==> src/rtl/alu_shift_pkg.sv <==
// Shared types and constants for the sequential ALU shift path.
package alu_shift_pkg;

    localparam int unsigned WIDTH = 32;
    localparam int unsigned SHW   = 5;

    // Stage amounts, largest first; stage k handles rem bit (SHW-1-k).
    localparam int unsigned SH_16 = 16;
    localparam int unsigned SH_8  = 8;
    localparam int unsigned SH_4  = 4;
    localparam int unsigned SH_2  = 2;
    localparam int unsigned SH_1  = 1;

    typedef enum logic [1:0] {
        ST_IDLE  = 2'b00,
        ST_SHIFT = 2'b01,
        ST_DONE  = 2'b10
    } state_t;

endpackage

==> src/rtl/left_shift_stage.sv <==
// One step of the sequential left shifter: applies the largest pending
// power-of-two shift and clears its bit from the remaining amount.
module left_shift_stage
    import alu_shift_pkg::*;
#(
    parameter int unsigned W  = WIDTH,
    parameter int unsigned SW = SHW
) (
    input  logic [W-1:0]  data_i,
    input  logic [SW-1:0] rem_i,
    output logic [W-1:0]  data_o,
    output logic [SW-1:0] rem_o
);

    always_comb begin
        data_o = data_i;
        rem_o  = rem_i;
        if (rem_i[4]) begin
            data_o   = data_i << SH_16;
            rem_o[4] = 1'b0;
        end else if (rem_i[3]) begin
            data_o   = data_i << SH_8;
            rem_o[3] = 1'b0;
        end else if (rem_i[2]) begin
            data_o   = data_i << SH_4;
            rem_o[2] = 1'b0;
        end else if (rem_i[1]) begin
            data_o   = data_i << SH_2;
            rem_o[1] = 1'b0;
        end else if (rem_i[0]) begin
            data_o   = data_i << SH_1;
            rem_o[0] = 1'b0;
        end
    end

endmodule

==> src/rtl/seq_left_shifter.sv <==
// Multi-cycle logical left shifter: one power-of-two stage per cycle,
// done pulse on completion, result held until the next accepted start.
module seq_left_shifter
    import alu_shift_pkg::*;
#(
    parameter int unsigned WIDTH = alu_shift_pkg::WIDTH,
    parameter int unsigned SHW   = alu_shift_pkg::SHW
) (
    input  logic             clock,
    input  logic             reset,
    input  logic             start,
    input  logic [WIDTH-1:0] A,
    input  logic [SHW-1:0]   shamt,
    output logic [WIDTH-1:0] result,
    output logic             busy,
    output logic             done
);

    state_t           state_q, state_d;
    logic [WIDTH-1:0] data_q, data_d;
    logic [SHW-1:0]   rem_q, rem_d;
    logic [WIDTH-1:0] stage_data;
    logic [SHW-1:0]   stage_rem;
    logic             accept;

    left_shift_stage #(
        .W  (WIDTH),
        .SW (SHW)
    ) u_stage (
        .data_i (data_q),
        .rem_i  (rem_q),
        .data_o (stage_data),
        .rem_o  (stage_rem)
    );

    always_ff @(posedge clock or posedge reset) begin
        if (reset) begin
            state_q <= ST_IDLE;
            data_q  <= '0;
            rem_q   <= '0;
        end else begin
            state_q <= state_d;
            data_q  <= data_d;
            rem_q   <= rem_d;
        end
    end

    assign accept = start && ((state_q == ST_IDLE) || (state_q == ST_DONE));

    always_comb begin
        state_d = state_q;
        data_d  = data_q;
        rem_d   = rem_q;
        case (state_q)
            ST_IDLE, ST_DONE: begin
                if (accept) begin
                    data_d  = A;
                    rem_d   = shamt;
                    state_d = (shamt != '0) ? ST_SHIFT : ST_DONE;
                end else begin
                    state_d = ST_IDLE;
                end
            end
            ST_SHIFT: begin
                data_d  = stage_data;
                rem_d   = stage_rem;
                state_d = (stage_rem == '0) ? ST_DONE : ST_SHIFT;
            end
            default: state_d = ST_IDLE;
        endcase
    end

    always_comb begin
        result = data_q;
        busy   = (state_q == ST_SHIFT);
        done   = (state_q == ST_DONE);
    end

endmodule

==> config.mk <==
export PLATFORM = sky130hd
export DESIGN_NAME = seq_left_shifter
export DESIGN_NICKNAME = d
export VERILOG_FILES = /design/src/rtl/alu_shift_pkg.sv /design/src/rtl/left_shift_stage.sv /design/src/rtl/seq_left_shifter.sv
export SDC_FILE = /design/constraint.sdc
export NUM_CORES = 1
export LEC_CHECK = 0
export CORE_UTILIZATION = 30
export DETAILED_ROUTE_END_ITERATION = 6
export SLEW_MARGIN = 0
export SYNTH_ARGS = -nofsm -noshare
export SYNTH_HDL_FRONTEND = slang
export SYNTH_HIERARCHICAL = 1
export SYNTH_SLANG_ARGS = --single-unit
==> constraint.sdc <==
create_clock -name clock -period 3.8 [get_ports clock]
set_clock_uncertainty 0.15 [all_clocks]
set_input_delay 0.76 -clock clock [delete_from_list [all_inputs] [get_ports clock]]
set_output_delay 0.76 -clock clock [all_outputs]
set_load 0.005 [all_outputs]
======== After elaboration in Yosys (flattened, before gate mapping) ========
Index checks and enable logic that the tools add are counted.
storage, ports and cells
  bits in registers ....................... 39
  input bits .............................. 40
  output and inout port bits .............. 34
  logic and storage cells ................. 33
operators by class
  equality and inequality tests ........... 4
  mux-type cells .......................... 17
  reductions and logical operators ........ 9
operator list
  operator                                              count
  2-to-1 mux 32 bit                                     6
  one-hot mux 32 bit (2 select lines)                   1
  one-hot mux 5 bit (2 select lines)                    1
  2-to-1 mux 2 bit                                      4
  != test 6 x 1 -> 1 bit (second input constant)        1
  logical NOT 5 bit                                     1
  2-to-1 mux 5 bit                                      1
  nonzero test 5 bit                                    1
  2-to-1 mux 4 bit                                      1
  one-hot mux 2 bit (2 select lines)                    1
  2-to-1 mux 3 bit                                      1
  AND reduction 3 bit                                   1
  equality test 2 x 1 -> 1 bit (second input constant)  1
  equality test 2 bit (second input constant)           1
  logical NOT 2 bit                                     1
  != test 2 bit (second input constant)                 1
  AND reduction 2 bit                                   1
  nonzero test 2 bit                                    1
  OR reduction 2 bit                                    1
  logical AND 1 bit                                     1
  logical OR 1 bit                                      1
  2-to-1 mux 1 bit                                      1

======== Depth between registers and ports, before layout ========
  depth in word-level cells ............... 7
  depth in mapped cells ................... 7
  depth with buffers taken out ............ 5

======== By module ========
The synthesis kept the hierarchy.
modules (own cells, without submodules)
  module            times used  cells each  area each (µm²)  seq. area each (µm²)
  seq_left_shifter  1           175         1,861.8          975.9
  left_shift_stage  1           212         1,556.5          0.0

======== Worst setup path before layout ========
Ideal clock, no wire load.
  path kind ............................... reg-to-reg
  from .................................... register rem_q[3]
  to ...................................... register state_q[0]
  data arrival time ....................... 1.828 ns
  setup slack ............................. 1.694 ns
  cell stages (with the launch flop) ...... 8
  path buffers ............................ 3
  clock period less this slack ............ 2.106 ns
  path through ............................ dfrtp_1 > clkbuf_2 > buf_4 > clkbuf_1 > o31a_1 > or4_1 > nor2_1 > o22ai_1
on the way
  word-level cells in the longest chain between the ends .. 5
ends and longest elaborated chain
  item                                line                    RTL
  start: declaration                  seq_left_shifter.sv:21  logic [SHW-1:0] rem_q, rem_d;
  start signal: assignment            seq_left_shifter.sv:44  rem_q <= rem_d;
  2-to-1 mux 3 bit                    left_shift_stage.sv:21  end else if (rem_i[3]) begin
  2-to-1 mux 4 bit                    left_shift_stage.sv:18  if (rem_i[4]) begin
  via stage_rem[1]                    seq_left_shifter.sv:23  logic [SHW-1:0] stage_rem;
  logical NOT 5 bit                   seq_left_shifter.sv:67  state_d = (stage_rem == '0) ? ST_DONE : ST_SHIFT;
  2-to-1 mux 2 bit                    seq_left_shifter.sv:67
  one-hot mux 2 bit (2 select lines)  seq_left_shifter.sv:54  case (state_q)
  via state_d[0]                      seq_left_shifter.sv:19  state_t state_q, state_d;
  end signal: assignment              seq_left_shifter.sv:42  state_q <= state_d;
  end: declaration                    seq_left_shifter.sv:19
The timed path passes the listed nets, and every way through them passes these cells.
A chain may end at the register's enable or synchronous reset.

======== Final worst setup path ========
  from .................................... register rem_q[3]
  to ...................................... register data_q[20], in the netlist result[20]
on the way
  word-level cells in the longest chain between the ends .. 3
  elaborated cells on any way between the ends .. 5
  classes of those cells .................. 1 x eq/ne; 3 x mux; 1 x reduce/logical
ends and longest elaborated chain
  item                                 line                    RTL
  2-to-1 mux 32 bit                    left_shift_stage.sv:21
  2-to-1 mux 32 bit                    left_shift_stage.sv:18
  via stage_data[20]                   seq_left_shifter.sv:22  logic [WIDTH-1:0] stage_data;
  one-hot mux 32 bit (2 select lines)  seq_left_shifter.sv:54
  end signal: assignment               seq_left_shifter.sv:43  data_q <= data_d;
  end: declaration                     seq_left_shifter.sv:20  logic [WIDTH-1:0] data_q, data_d;
The timed path passes the listed nets, and every way through them passes these cells.

==> impl_metrics.py <==
metrics = {
    "global_route": {
        "grt_pass1_wl_um": 15500,
        "grt_start_max_net_pins": 76,
        "grt-ovfl-total": 0,
        "grt_antenna_before_repair": 0,
        "gr-usage-all-layers_pct": 16.9,
        "grt_pass1_vias": 2948,
    },
    "clock_network": {
        "cts_resized": 0,
        "cts_hold_buffers": 0,
        "clk_pin_slew_ns": 0.06,
        "cts_tree": "built",
        "clock_latency_ns": 0.28,
        "clockBufferDepth": 2,
        "cts_buffers": 5,
        "cts_root_buffer": "clkbuf_16",
        "h-tree-depth": 2,
        "cts_setup_buffers": 0,
        "cts_sinks": 39,
    },
    "route": {
        "firstDrtPassIters": 5,
        "vias_per_cell": 5.32,
        "vias": 3053,
        "initialDrtViolationCount": 167,
        "ant_nets": 0,
        "wire_per_inst_um": 16.8,
        "wl_um": 9640,
        "route.detailed.drc": 0,
    },
    "pwr": {
        "power_frac_seq_pct": 30.7,
        "p_clk_share_pct": 12.4,
        "pwr-share-comb_pct": 56.9,
        "p_int_uw": 1990,
        "p_leak_uw": 0.00178,
        "power.density_mw_per_mm2": 846,
        "power.switching_uw": 1590,
        "peakVddDrop_v": 0.000310,
        "sw_frac_of_total_pct": 44.4,
        "p_total_uw": 3590,
    },
    "die": {
        "die_h_um": 109,
        "start_util_pct": 31.1,
        "fp-row-count": 38,
        "die_w_um": 109,
        "ios": 74,
        "dieArea_mm2": 0.0118,
        "core_mm2": 0.0110,
    },
    "sta": {
        "report.final.slew_viol_count": 0,
        "final.setup.worst_slack_ns": 1.13,
        "relSlewSlack_pct": 17.3,
        "setup_viol": 0,
        "setup-tns-final_ns": 0,
        "rsz0062_at_grt": "no",
        "worst_pin_slew_ns": 1.24,
        "fin_crit_sh_pct": 70.3,
        "final_hold_viol_count": 0,
        "fin_crit_ns": 2.67,
        "fmax_mhz": 374,
    },
    "yosys": {
        "synth_area_mm2": 0.00342,
        "synth-edff-count": 0,
        "ys_seq_area_share_pct": 28.6,
        "async_flop_share_pct": 100,
        "synth_nets": 427,
        "synthFlopType": "dfrtp_1",
        "postSynthCellCount": 387,
        "synth.distinct_cells": 40,
        "ys_seq_elements": 39,
        "synth_warnings": 6,
        "synth_area_per_cell_um2": 8.83,
    },
    "placement": {
        "dpl_cell_area_mm2": 0.00408,
        "hpwl_um": 6450,
        "port_buffers": 73,
        "place.gp.congestion": 0.839,
        "dp_slack_ns": 1.20,
    },
    "worst_setup_path": {
        "end_kind": "flip-flop",
        "critPathLaunchType": "flip-flop",
        "timing.rr.start": "rem_q[3]",
        "worstPathMaxFanout": 44,
        "arrival_ns": 2.72,
        "worst_ep_required_time_ns": 3.85,
        "critPathKind": "reg2reg",
        "setup.worst_path.start": "rem_q[3]",
    },
    "worst_hold_path": {
        "holdCritStartpoint": "state_q[1]",
        "hp-class": "reg2reg",
    },
    "final_layout": {
        "num_antenna_cells": 0,
        "fin_nets": 473,
        "fillers": 1155,
        "regArea_um2": 976,
        "drive_gt1_share_pct": 12.0,
        "multi_input_area_mm2": 0.00211,
        "final_area_mm2": 0.00424,
        "syn2layout_area_growth_pct": 24.0,
    },
    "run_status": {
        "status": "finished clean",
    },
    "job": {
        "drv_cap": 0,
    },
}
## state kept, by name, indices dropped and copies added, names as in the netlist
name     cells
result      32
rem_q        5
state_q      2
## layout by cell type (no fill, tap or decap), drive strengths merged
| cell | n |
|---|---|
| clkbuf | 8 |
| nand2 | 48 |
| o211ai | 23 |
| and2b | 1 |
| nor2b | 11 |
| o22ai | 1 |
| a21o | 6 |
| a22oi | 6 |
| nor2 | 5 |
| dfrtp | 39 |
| clkdlybuf4s50 | 73 |
| nor3 | 2 |
| buf | 6 |
| a211oi | 5 |
| mux2 | 28 |
| nand2b | 25 |
| conb | 1 |
| o31ai | 5 |
| and3b | 7 |
| a21oi | 17 |
| or2 | 1 |
| a221oi | 19 |
| mux2i | 40 |
| o31a | 1 |
| or4 | 3 |
| o21ai | 39 |
| inv | 11 |
| and2 | 3 |
## cell usage after synthesis (all sizes together), types with 2 or more instances
cell type | count | share of area, %
dfrtp | 39 | 29
buf | 27 | 6.7
nand2b | 25 | 4.8
mux2 | 28 | 9.4
a22oi | 6 | 1.3
a211oi | 5 | 1.4
clkbuf | 13 | 1.8
a221oi | 19 | 4.9
a21o | 6 | 1.4
mux2i | 40 | 12
o211ai | 23 | 5.1
and3b | 7 | 1.8
o31ai | 5 | 1.1
o21ai | 39 | 5.7
nor2 | 5 | 0.62
or4 | 3 | 0.77
and2 | 3 | 0.55
nor3 | 2 | 0.59
nor2b | 11 | 2.0
inv | 11 | 1.2
a21oi | 17 | 2.5
nand2 | 48 | 5.3
## path summary, 6_finish.rpt
check | slack (ns) | depth (start not counted) | to
worst min register to register | 0.45 | 2 | state_q[0]
max in group asynchronous | 2.39 | 3 | result[20]
worst max register to register | 1.13 | 5 | result[20]
worst max-delay path | 1.13 | 5 | result[20]
min in group asynchronous | 0.76 | 3 | result[2]
worst min-delay path | 0.45 | 2 | state_q[0]
## critical path, stage by stage, from the launching register on
cell      delay (ns)
dfrtp_1         0.84
nor2_1          1.00
o211ai_1        0.20
a22oi_1         0.24
nand2_1         0.07
o21ai_0         0.09
## cell type report
class	instances	share of cell area, %
multi-input cells	297	49.9
clock buffers	8	3.69
repair buffers	79	18.3
flip-flops and latches	39	23.0
inverters	11	0.974
well taps	140	4.13
## stage by stage
| step | std cells | util [%] | hold slack, ns |
|---|---|---|---|
| after global routing | 574 | 38.6 | 0.484 |
| after CTS | 574 | 38.6 | 0.457 |
| after global placement | 566 | 37.2 | 0.436 |
| after floorplan | 387 | - | 0.368 |
| final | 574 | 38.6 | 0.454 |
| after detailed placement | 566 | 37.2 | 0.438 |
## metal layers
| layer | GRT usage (%) | vias to the layer above | wire [µm] | share of wire [%] |
|---|---|---|---|---|
| met4 | 4.92 | 0 | 133 | 1.4 |
| li1 | - | 1499 | - | - |
| met1 | 23.2 | 1443 | 4560 | 47 |
| met5 | 0 | - | 0 | 0 |
| met2 | 27.1 | 100 | 4490 | 47 |
| met3 | 2.63 | 11 | 462 | 4.8 |
## power groups by stage
stage	Sequential [µW]	Clock, µW	Combinational [µW]
finish	1100	443	2040
global route	1160	469	2270
CTS	1100	454	2050
detailed placement	1110	0	2040
global placement	1100	0	2010
floorplan	814	0	1700
## cells by family (layout without fill, tap and decap cells)
family,Yosys count,in the layout,synth area share (%)
AO/OA/AOI/OAI,122,122,23.7
buffers and inverters,51,98,9.63
flip-flops,39,39,28.6
multiplexers,68,68,21.2
other,1,1,0.110
AND/OR/NAND/NOR,106,106,16.8
Power figures use the tool's default switching activity.
